**src/rtl/thumb_pkg.sv**
```systemverilog
// Shared definitions for the Thumb fetch front end and execute core.
package thumb_pkg;

    localparam int HW_W   = 16;
    localparam int WORD_W = 32;

    // Register-file indices shared with the executor.
    localparam int REG_LR = 14;
    localparam int REG_PC = 15;

    typedef enum logic [1:0] {
        F_IDLE,
        F_WAIT,
        F_DROP
    } fetch_state_t;

    function automatic logic [WORD_W-1:0] word_align(input logic [WORD_W-1:0] pc);
        return pc & ~32'h0000_0003;
    endfunction

endpackage

```
**src/rtl/hw_fifo.sv**
```systemverilog
// Halfword buffer: up to two pushes and one pop per cycle, each entry tagged with pc[31:1].
module hw_fifo
    import thumb_pkg::*;
#(
    parameter int unsigned DEPTH = 4,
    localparam int unsigned ENTRY_W = WORD_W - 1 + HW_W,
    localparam int unsigned AW = $clog2(DEPTH),
    localparam int unsigned CW = $clog2(DEPTH + 1)
) (
    input  logic               clk,
    input  logic               rst,
    input  logic               flush,
    input  logic [1:0]         push,
    input  logic [ENTRY_W-1:0] push_data0,
    input  logic [ENTRY_W-1:0] push_data1,
    input  logic               pop,
    output logic [ENTRY_W-1:0] head,
    output logic [CW-1:0]      count,
    output logic [CW-1:0]      free
);

    logic [ENTRY_W-1:0] mem [DEPTH];
    logic [AW-1:0]      rd_ptr;
    logic [AW-1:0]      wr_ptr;
    logic [CW-1:0]      cnt;

    // push_data0 always lands first so the lower-address halfword leaves first.
    always_ff @(posedge clk) begin
        if (rst) begin
            for (int unsigned i = 0; i < DEPTH; i++) begin
                mem[i] <= '0;
            end
            rd_ptr <= '0;
            wr_ptr <= '0;
            cnt    <= '0;
        end else if (flush) begin
            rd_ptr <= '0;
            wr_ptr <= '0;
            cnt    <= '0;
        end else begin
            if (push != 2'd0) begin
                mem[wr_ptr] <= push_data0;
            end
            if (push == 2'd2) begin
                mem[wr_ptr + AW'(1)] <= push_data1;
            end
            wr_ptr <= wr_ptr + AW'(push);
            rd_ptr <= rd_ptr + AW'(pop);
            cnt    <= cnt + CW'(push) - CW'(pop);
        end
    end

    assign head  = mem[rd_ptr];
    assign count = cnt;
    assign free  = CW'(DEPTH) - cnt;

endmodule

```
**src/rtl/thumb_fetch.sv**
```systemverilog
// Thumb instruction fetch: word requests to memory, halfword stream to the executor,
// with branch redirect flushing the buffer and dropping any in-flight reply.
module thumb_fetch
    import thumb_pkg::*;
#(
    parameter int unsigned DEPTH    = 4,
    parameter logic [31:0] RESET_PC = 32'h0000_0000
) (
    input  logic        sck,
    input  logic        rst,
    output logic        mem_req,
    output logic [31:0] mem_addr,
    input  logic        mem_ack,
    input  logic [31:0] mem_rdata,
    output logic [15:0] cmd,
    output logic [31:0] cmd_pc,
    output logic        cmd_valid,
    input  logic        cmd_ready,
    input  logic        redirect,
    input  logic [31:0] redirect_pc
);

    localparam int unsigned ENTRY_W = WORD_W - 1 + HW_W;
    localparam int unsigned CW      = $clog2(DEPTH + 1);
    localparam int unsigned NW      = CW + 1;

    fetch_state_t       state;
    logic [31:0]        fetch_pc;
    logic               skip_lo;
    logic [31:0]        redirect_word;
    logic               data_ack;
    logic [1:0]         push;
    logic               pop;
    logic [ENTRY_W-1:0] lo_entry;
    logic [ENTRY_W-1:0] hi_entry;
    logic [ENTRY_W-1:0] push_data0;
    logic [ENTRY_W-1:0] head;
    logic [CW-1:0]      count;
    logic [CW-1:0]      free;
    logic [NW-1:0]      free_next;
    logic               issue_ok;

    assign redirect_word = word_align(redirect_pc);
    assign data_ack      = (state == F_WAIT) && mem_ack && !redirect;
    assign push          = data_ack ? (skip_lo ? 2'd1 : 2'd2) : 2'd0;
    assign pop           = cmd_valid & cmd_ready;
    assign lo_entry      = {fetch_pc[31:2], 1'b0, mem_rdata[15:0]};
    assign hi_entry      = {fetch_pc[31:2], 1'b1, mem_rdata[31:16]};
    assign push_data0    = skip_lo ? hi_entry : lo_entry;

    // Room for a whole word after this cycle's push and pop; one request in flight at most.
    assign free_next = {1'b0, free} + NW'(pop) - NW'(push);
    assign issue_ok  = free_next >= NW'(2);

    assign cmd_valid = (count != '0);
    assign cmd       = head[HW_W-1:0];
    assign cmd_pc    = {head[ENTRY_W-1:HW_W], 1'b0};

    hw_fifo #(
        .DEPTH (DEPTH)
    ) u_buf (
        .clk        (sck),
        .rst        (rst),
        .flush      (redirect),
        .push       (push),
        .push_data0 (push_data0),
        .push_data1 (hi_entry),
        .pop        (pop),
        .head       (head),
        .count      (count),
        .free       (free)
    );

    always_ff @(posedge sck) begin
        if (rst) begin
            state    <= F_IDLE;
            mem_req  <= 1'b0;
            mem_addr <= word_align(RESET_PC);
            fetch_pc <= word_align(RESET_PC);
            skip_lo  <= RESET_PC[1];
        end else begin
            unique case (state)
                F_IDLE: begin
                    if (redirect) begin
                        fetch_pc <= redirect_word;
                        skip_lo  <= redirect_pc[1];
                        mem_req  <= 1'b1;
                        mem_addr <= redirect_word;
                        state    <= F_WAIT;
                    end else if (issue_ok) begin
                        mem_req  <= 1'b1;
                        mem_addr <= fetch_pc;
                        state    <= F_WAIT;
                    end
                end
                F_WAIT: begin
                    if (redirect) begin
                        fetch_pc <= redirect_word;
                        skip_lo  <= redirect_pc[1];
                        if (mem_ack) begin
                            mem_req <= 1'b0;
                            state   <= F_IDLE;
                        end else begin
                            state <= F_DROP;
                        end
                    end else if (mem_ack) begin
                        skip_lo  <= 1'b0;
                        fetch_pc <= fetch_pc + 32'd4;
                        if (issue_ok) begin
                            mem_addr <= fetch_pc + 32'd4;
                        end else begin
                            mem_req <= 1'b0;
                            state   <= F_IDLE;
                        end
                    end
                end
                F_DROP: begin
                    // Request stays up until acked; its data is never used.
                    if (redirect) begin
                        fetch_pc <= redirect_word;
                        skip_lo  <= redirect_pc[1];
                        if (mem_ack) begin
                            mem_req <= 1'b0;
                            state   <= F_IDLE;
                        end
                    end else if (mem_ack) begin
                        if (issue_ok) begin
                            mem_addr <= fetch_pc;
                            state    <= F_WAIT;
                        end else begin
                            mem_req <= 1'b0;
                            state   <= F_IDLE;
                        end
                    end
                end
                default: begin
                    mem_req <= 1'b0;
                    state   <= F_IDLE;
                end
            endcase
        end
    end

endmodule

```
**config.mk**
```make
export PLATFORM = sky130hd
export DESIGN_NAME = thumb_fetch
export DESIGN_NICKNAME = d
export VERILOG_FILES = /design/src/rtl/thumb_pkg.sv /design/src/rtl/hw_fifo.sv /design/src/rtl/thumb_fetch.sv
export SDC_FILE = /design/constraint.sdc
export NUM_CORES = 1
export LEC_CHECK = 0
export CAP_MARGIN = 10
export CELL_PAD_IN_SITES_DETAIL_PLACEMENT = 0
export CELL_PAD_IN_SITES_GLOBAL_PLACEMENT = 1
export CORE_UTILIZATION = 46
export DETAILED_ROUTE_END_ITERATION = 16
export PLACE_DENSITY_LB_ADDON = 0.1
export SLEW_MARGIN = 25
export SYNTH_ARGS = -nofsm -noshare
export SYNTH_HDL_FRONTEND = slang
export SYNTH_SLANG_ARGS = --single-unit
```
**constraint.sdc**
```tcl
create_clock -name sck -period 4.8 [get_ports sck]
set_clock_uncertainty 0.2 [all_clocks]
set_input_delay 0.72 -clock sck [delete_from_list [all_inputs] [get_ports sck]]
set_output_delay 0.72 -clock sck [all_outputs]
set_load 0.005 [all_outputs]
```
== Word-level counts from Yosys, hierarchy flattened ==
Memory sizes are Yosys's and may differ from the RTL's. A register that Yosys moved wholly into a read port is not among the register bits.
Cells that the tools add are included.
Storage, ports and cells
  register bits: 75
  RAM bits: 188
  output and inout bits: 82
  word-level logic and storage cells: 104
  memories kept: 1
Cells by class
  add/subtract/negate cells: 9
  order comparisons: 1
  eq/ne operators: 14
  mux-type cells: 53
  bitwise gates (word level): 1
  reduce and logical (&&, ||, !) cells: 17
Memory list
  u_buf.mem: depth 4, width 47, rd ports 1, clocked after memory_dff 1, wr ports 4, RTL line hw_fifo.sv:22  | logic [ENTRY_W-1:0] mem [DEPTH];
Operators with widths (number)
  two-way mux 32 bit: 10
  one-hot mux 32 bit (3 select lines): 1
  two-way mux 47 bit: 2
  OR reduction 47 bit: 2
  one-hot mux 32 bit (2 select lines): 1
  adder 32 x 3 -> 32 bit (second input constant): 1
  two-way mux 2 bit: 14
  two-way mux 1 bit: 21
  two-way mux 17 bit: 1
  inequality test 3 bit (second input constant): 4
  inequality test 2 bit (second input constant): 5
  one-hot mux 2 bit (3 select lines): 1
  AND reduction 3 bit: 2
  AND reduction 6 bit: 1
  nonzero test 3 bit: 2
  OR reduction 2 bit: 3
  adder 3 x 1 -> 4 bit: 1
  == test 2 bit (second input constant): 2
  greater-or-equal comparator 4 x 2 -> 1 bit (second input constant): 1
  inequality test 2 x 1 -> 1 bit (second input constant): 2
  one-hot mux 1 bit (2 select lines): 2
  AND reduction 4 bit: 1
  nonzero test 2 bit: 2
  subtractor 4 x 2 -> 4 bit: 1
  11 further kinds: 12

== Logic depth before layout (Yosys ltp) ==
Gate-level depths: netlist of the first run.
  depth in word-level cells: 11
  mapped depth: 18

== By module ==
A second synthesis of the first run with hierarchy kept.
Second synthesis, totals
  cells, all modules: 1146
  area, all modules: 13985.9 µm²
By module, submodules not included
  hw_fifo: times used 1, cells each 581, area an instance 9575.4 µm²
  thumb_fetch: times used 1, cells each 565, area an instance 4410.5 µm²

== Worst setup path before layout of the first run ==
Ideal clock, no wire load.
  path kind: input to register
  start: in mem_ack
  end: reg mem_addr[30]
  data arrival time: 3.945 ns
  slack: 0.538 ns
  cell stages on the path: 16
  path buffers: 4
  path through: nor2b_1 -> nand2_1 -> buf_2 -> clkbuf_1 -> or2_2 -> ha_1 -> inv_1 -> fa_1 -> xnor2_1 -> or4_4 -> and3_1 -> buf_6 -> buf_6 -> a22oi_1 -> o21ai_1 -> a22o_1
Between the ends
  word-level cells in the longest chain between the ends: 9
  elaborated cells on any way between the ends: 14
Ends and longest elaborated chain
  start: declaration: RTL line thumb_fetch.sv:13  | input logic mem_ack,
  logical AND 1 bit (2 in series): RTL line thumb_fetch.sv:44  | assign data_ack = (state == F_WAIT) && mem_ack && !redirect;
  two-way mux 2 bit: RTL line thumb_fetch.sv:45  | assign push = data_ack ? (skip_lo ? 2'd1 : 2'd2) : 2'd0;
  subtractor 4 x 2 -> 4 bit: RTL line thumb_fetch.sv:52  | assign free_next = {1'b0, free} + NW'(pop) - NW'(push);
  greater-or-equal comparator 4 x 2 -> 1 bit: RTL line thumb_fetch.sv:53  | assign issue_ok = free_next >= NW'(2);
  two-way mux 32 bit (3 in series)
  one-hot mux 32 bit (3 select lines)
  end signal: assignment: RTL line thumb_fetch.sv:78  | mem_addr <= word_align(RESET_PC);
  end signal: assignment: RTL line thumb_fetch.sv:88  | mem_addr <= redirect_word;
  end signal: assignment: RTL line thumb_fetch.sv:92  | mem_addr <= fetch_pc;
  end: declaration: RTL line thumb_fetch.sv:12  | output logic [31:0] mem_addr,
Several ways; a longest one is shown, not always the timed one. The select of a mux whose other input is x is not followed.
A chain may end at the register's enable or synchronous reset.

== Final worst setup path of the first run ==
  start: in mem_ack
  end: reg mem_addr[8]
Same word-level chain as after synthesis.

==> results.txt, run 1 <==
Status = complete, no violations
Synth Area in Compound Gates = 15.24%
Post-route worst setup slack = 0.7510 ns
Die footprint = 29340 um2
Clock Tree Buf Depth = 3
First-pass GRT wire length = 53700 um
Power Dens Cells = 425.9 nW/um2
Crit path kind = in2reg
Adder-Cell Fraction of Synth Area = 1.632%
Syn-to-layout area delta = 20.96%
Hold path depth = 2
Slew HR = 28.40%
Largest family of logic cells by synthesized area = simple AND/OR/NAND/NOR gates
Async set-reset flop share out of synthesis = 0%
F_max = 247.0 MHz
Seq/Total Area, Yosys = 53.60%
Synth Area per Inst = 11.66 um2
Leakage = 0.005743 uW
Initial Util = 47.07%
Placement row count = 61
Die W = 171.3 um
Final min period = 4.049 ns
R2R cell count = 16
Setup bufs post-CTS = 0
Peak supply drop = 0.0003179 V
Worst-path clk slew = 0.06 ns
Crit path launch = mem_ack
Wire per inst = 21.19 um
IO Port Bufs = 148
Gr usage total = 24.08%
Post-place setup slack = 0.2197 ns
Gpl congestion = 0.7931
Vias in the first global route = 9319
Worst reg2reg startpoint = state[1]
Crit. End Element = flop
Utilization after layout = 56.93%
Mapped Area = 13180 um2
Hold path start = mem_addr[23]
Syn_nets = 1216
Max-slew violation count = 0
Register bit count reported by yosys = 261
Clk sinks = 261
Number of synthesized flops with an enable pin = 184
Post-route ant nets = 0
Filler instances = 2356
Mux contribution to synthesized area = 8.105%
Max-cap violations = 0
Final hold viol count = 0
Post-Synth Simple-Gate Area = 16.23%
Max H-tree Level = 1
Number of hold buffers added after CTS = 0
Die height = 171.3 um
Clock root buffer master = clkbuf_16
CP Max Fanout = 15
Largest net degree at the start of global routing = 47
Post-Synth XOR/XNOR Area = 0.9206%
CTS Buf Count = 28
Synth unique cells = 80
Setup crit start kind = input pin
Fin Setup TNS = 0 ns
DR vias = 9603
Arr. time, crit path = 4.30 ns
Post-CTS Resized = 0
Worst hold endpoint = mem_addr[23]
Vias per inst = 5.863
Initial antenna violation count = 1
First-pass DRT Iterations = 6
Gr ovfl total = 0
Nets = 1325
Ys Warns = 0
1st-iter DRT viols = 858
Skew-Pair Late Insertion Delay = 0.54 ns
Placed Cells = 1588
Non-Filler Instances = 1638
Layout cells sized above 1 = 13.66%
Detailed Route WL = 34700 um
DRC = 0
RSZ-0062 raised after global routing = false
Mapped Cells = 1131
HPWL after DPL = 21870 um
Reg-to-reg endpoint = mem_addr[8]
Worst hold path type = reg2reg
IO Pins = 151
Fin crit share = 84.35%
Ys flop type = edfxtp_1
Core Footprint = 28010 um2
CTS tree = built
WP data required = 5.05 ns
Flop2flop setup slack = 0.91 ns
Count of final setup violators = 0
Worst Max-Slew Pin Slew = 1.073 ns
Total power draw = 6792 uW
per-layer routing:
layer | routed length, um | global-route usage (%)
met5 | 0 | 0
met4 | 925 | 6.832
met3 | 2181 | 2.807
met2 | 16290 | 39.55
met1 | 15300 | 33.67
cell families after synthesis:
family,after synthesis
muxes,48
adders and majority gates,16
buffers and inverters,122
other,1
xor gates and xnor gates,13
DFF,261
and+or+nand+nor,391
AOI/OAI and AO/OA,279
state kept, by name (all words and copies together), names as in the netlist:
| signal | count |
|---|---|
| u_buf.mem | 188 |
| mem_addr | 32 |
| fetch_pc | 30 |
| u_buf.count | 3 |
| state | 2 |
| u_buf.rd_ptr | 2 |
| u_buf.wr_ptr | 2 |
| mem_req | 1 |
| skip_lo | 1 |
layout by cell type (no fill, tap or decap), drive strengths merged, types with 3 or more instances in the layout:
| master | netlist | routed |
|---|---|---|
| and4 | 5 | 5 |
| nand3 | 16 | 16 |
| or3 | 6 | 6 |
| and2 | 119 | 119 |
| a31oi | 8 | 8 |
| a21o | 10 | 10 |
| clkinv | 0 | 7 |
| nand2 | 90 | 90 |
| clkdlybuf4s50 | 0 | 147 |
| mux4 | 47 | 47 |
| a221oi | 11 | 11 |
| o21ai | 58 | 58 |
| nor4 | 13 | 13 |
| or2 | 7 | 7 |
| nand2b | 7 | 7 |
| clkbuf | 74 | 36 |
| xor2 | 6 | 6 |
| and3 | 8 | 8 |
| clkinvlp | 0 | 3 |
| nor2 | 65 | 65 |
| nor3 | 33 | 33 |
| o41ai | 3 | 3 |
| a22oi | 20 | 20 |
| ha | 14 | 14 |
| nand4 | 13 | 13 |
| dfxtp | 77 | 77 |
| a222oi | 5 | 5 |
| o31a | 3 | 3 |
| edfxtp | 184 | 184 |
| a21oi | 37 | 37 |
| inv | 16 | 16 |
| a22o | 72 | 72 |
| a211oi | 8 | 8 |
| o31ai | 17 | 17 |
| xnor2 | 7 | 7 |
| buf | 31 | 38 |
| nor2b | 5 | 5 |
| bufinv | 0 | 3 |
| a2bb2oi | 4 | 4 |
worst max-delay path, stage by stage:
cell             delay (ns)
clkdlybuf4s50_1        0.47
nor2b_1                0.21
nand2_1                0.10
or2_2                  0.30
ha_1                   0.32
inv_1                  0.06
fa_1                   0.46
xnor2_1                0.16
nor4_1                 0.38
o22a_1                 0.24
o21ba_2                0.44
buf_4                  0.29
nand2_1                0.07
o21ai_0                0.08
synthesized netlist by cell type (6+ instances only):
| library cell | count | area [um2] |
|---|---|---|
| xnor2_1 | 7 | 61.31 |
| nand2b_1 | 7 | 43.79 |
| inv_1 | 15 | 56.30 |
| a221oi_1 | 11 | 96.34 |
| mux4_2 | 47 | 1059 |
| a211oi_1 | 7 | 52.55 |
| nand2_1 | 90 | 337.8 |
| nor4_1 | 10 | 62.56 |
| o31ai_1 | 17 | 127.6 |
| and3_1 | 7 | 43.79 |
| buf_6 | 6 | 67.56 |
| buf_2 | 18 | 90.09 |
| ha_1 | 14 | 175.2 |
| a22oi_1 | 20 | 150.1 |
| nor2_1 | 63 | 236.5 |
| a22o_1 | 72 | 630.6 |
| nor3_1 | 28 | 140.1 |
| edfxtp_1 | 184 | 5525 |
| a21o_1 | 10 | 75.07 |
| a31oi_1 | 8 | 50.05 |
| or2_2 | 7 | 43.79 |
| nand3_1 | 16 | 80.08 |
| o21ai_0 | 55 | 275.3 |
| nand4_1 | 11 | 68.82 |
| a21oi_1 | 37 | 185.2 |
| or3_1 | 6 | 37.54 |
| and2_1 | 114 | 713.2 |
| dfxtp_1 | 77 | 1541 |
| clkbuf_1 | 72 | 270.3 |
area by class of cell:
cell class                 count  area (um2)  area share (%)
antenna                        1       2.502         0.01569
clock buffer                  36       752.0           4.715
clock inverter                13       142.6          0.8944
inverter                      16       60.06          0.3766
multi-input combinational    748        5629           35.30
sequential                   261        7072           44.34
tap                          378       473.0           2.966
timing repair buffer         185        1817           11.39
per-stage QoR:
| step | cell area, um2 | hold WS (ns) |
|---|---|---|
| finish | 15950 | 0.2537 |
| global route | 15950 | 0.2768 |
| detailed placement | 15050 | 0.2467 |
| global placement | 15050 | 0.2379 |
| CTS | 15950 | 0.2550 |
| floorplan | 13180 | 0.2460 |
power by group:
part / internal, uW / switching, uW / total, uW
Combinational: 789 / 966 / 1750
Clock: 1260 / 866 / 2120
Sequential: 2650 / 264 / 2910
Total: 4700 / 2100 / 6790
how the worst max path moves through the flow:
stage,end,slack (ns)
floorplan,mem_addr[30],0.54
global placement,mem_addr[5],0.24
detailed placement,mem_addr[5],0.22
CTS,mem_addr[8],0.78
global route,mem_addr[7],0.40
finish,mem_addr[8],0.75
No activity file was read; power rests on OpenSTA's default activity.
==> run 2, diff against run 1 <==
- clock period: 4.8 -> 4 ns (I/O delays scaled with it)
==> results.txt, run 2 (synthesis results as in run 1) <==
Status = complete, no violations
Arr. time, crit path = 3.93 ns
Hold WS = 0.2551 ns
F_max = 269.5 MHz
Crit path kind = in2reg
First-pass GRT wire length = 53990 um
Max reg flops = 188
DRC = 0
Total inserted antenna cells = 0
CTS Buf Count = 29
Leakage = 0.005970 uW
Initial antenna violation count = 0
Utilization after layout = 58.33%
Largest register by flop count = u_buf.mem
Wire per inst = 21.05 um
Syn-to-layout area delta = 23.93%
Clock Tree Buf Depth = 3
Worst Max-Slew Pin Slew = 0.8910 ns
IO Pins = 151
Detailed Route WL = 35170 um
Hold path start = mem_addr[19]
Max-slew violation count = 0
Worst hold endpoint = mem_addr[19]
First-pass DRT Iterations = 5
Worst-path clk slew = 0.06 ns
Post-CTS Resized = 0
Die footprint = 29340 um2
Gr usage total = 24.30%
R2R cell count = 13
WP data required = 4.22 ns
HPWL after DPL = 22110 um
Hold path depth = 2
Largest net degree at the start of global routing = 49
Max H-tree Level = 1
Clock root buffer master = clkbuf_16
1st-iter DRT viols = 721
Most common cell after layout, fill and taps aside = edfxtp_1
Final hold viol count = 0
Placement row count = 61
DR vias = 9692
Final min period = 3.710 ns
Clk sinks = 261
Crit. End Element = flop
Peak supply drop = 0.0003706 V
IO Port Bufs = 148
Nets = 1355
Die W = 171.3 um
Power Dens Cells = 529.8 nW/um2
Setup bufs post-CTS = 0
Die height = 171.3 um
Worst reg2reg startpoint = state[0]
Worst hold path type = reg2reg
Count of final setup violators = 0
Vias in the first global route = 9566
Max-cap violations = 0
Post-route ant nets = 0
CTS tree = built
Reg-to-reg endpoint = mem_addr[12]
Flop2flop setup slack = 0.33 ns
Slew HR = 40.48%
Skew-Pair Late Insertion Delay = 0.56 ns
CP Max Fanout = 4
Fin crit share = 92.76%
Number of hold buffers added after CTS = 0
Gpl congestion = 0.8159
Regs by FF count = u_buf.mem (188), mem_addr (32), fetch_pc (30)
Most frequent cells in the layout = edfxtp_1, clkdlybuf4s50_1, and2_1, nand2_1, dfxtp_1
Layout cells sized above 1 = 16.09%
Setup crit start kind = input pin
Core Footprint = 28010 um2
Initial Util = 47.07%
RSZ-0062 raised after global routing = false
Vias per inst = 5.800
Gr ovfl total = 0
[run 2: cell types whose count changed in the layout (fill, tap and decap cells not counted), sizes merged]
cell / delta
bufinv: +3
clkbuf: -3
buf: +29
inv: +1
clkinv: +5
diode: -1
clkinvlp: -1
[run 2: how the worst max path moves through the flow]
stage                         from            to  slack (ns)  cells after the start
after floorplan           state[1]  mem_addr[30]        0.02                     18
after global placement     mem_ack  mem_addr[27]       -0.27                     15
after detailed placement   mem_ack  mem_addr[12]       -0.29                     14
after CTS                  mem_ack  mem_addr[12]        0.28                     14
after global routing      state[0]  mem_addr[19]        0.04                     14
final                      mem_ack  mem_addr[12]        0.29                     14
[run 2: layout make-up]
cell class	instances	area, um2
clock inverters	21	269.0
multi-input cells	748	5629
inverters	16	60.06
repair buffers	214	2085
clock buffers	33	750.7
flip-flops and latches	261	7072
well taps	378	473.0
fillers	2369	11670
[run 2: per-stage QoR]
stage	TNS [ns]	power (uW)	cells	cell area, um2	setup slack [ns]
floorplan	0	4740	1131	13200	0.01893
CTS	0	8682	1671	16340	0.2824
global placement	-6.638	5820	1617	15320	-0.2656
finish	0	8656	1671	16340	0.2896
detailed placement	-7.167	5843	1617	15320	-0.2883
global route	0	9052	1671	16340	0.03956
[run 2: report_power, final]
| part | internal [uW] | leakage, uW | total (uW) | switching [uW] |
|---|---|---|---|---|
| logic | 1100 | 0.00293 | 2300 | 1200 |
| clock network | 1740 | 0.000498 | 2850 | 1120 |
| registers | 3180 | 0.00254 | 3500 | 326 |
| total | 6010 | 0.00597 | 8660 | 2640 |
[run 2: routing by layer]
| layer | up-vias | wire, um | global-route usage, % |
|---|---|---|---|
| met5 | - | 0 | 0 |
| met4 | 0 | 827 | 6.599 |
| met3 | 52 | 2289 | 3.083 |
| met2 | 356 | 16660 | 40.26 |
| met1 | 4715 | 15400 | 33.64 |
| li1 | 4569 | - | - |
[run 2: critical path, cell delays in order]
cell	delay [ns]
clkdlybuf4s50_1	0.49
nor2b_4	0.15
nand2_1	0.07
or2_2	0.29
ha_1	0.32
buf_4	0.14
ha_1	0.29
a211oi_2	0.33
nor4_1	0.11
buf_4	0.16
o22a_1	0.22
or2_2	0.32
a222oi_1	0.34
a211oi_1	0.11
==> run 3, diff against run 2 <==
- ABC_CLOCK_PERIOD_IN_PS: unset -> 4000
==> results of run 3 <==
The final DEF is identical to that of run 2; final timing and power are the same.
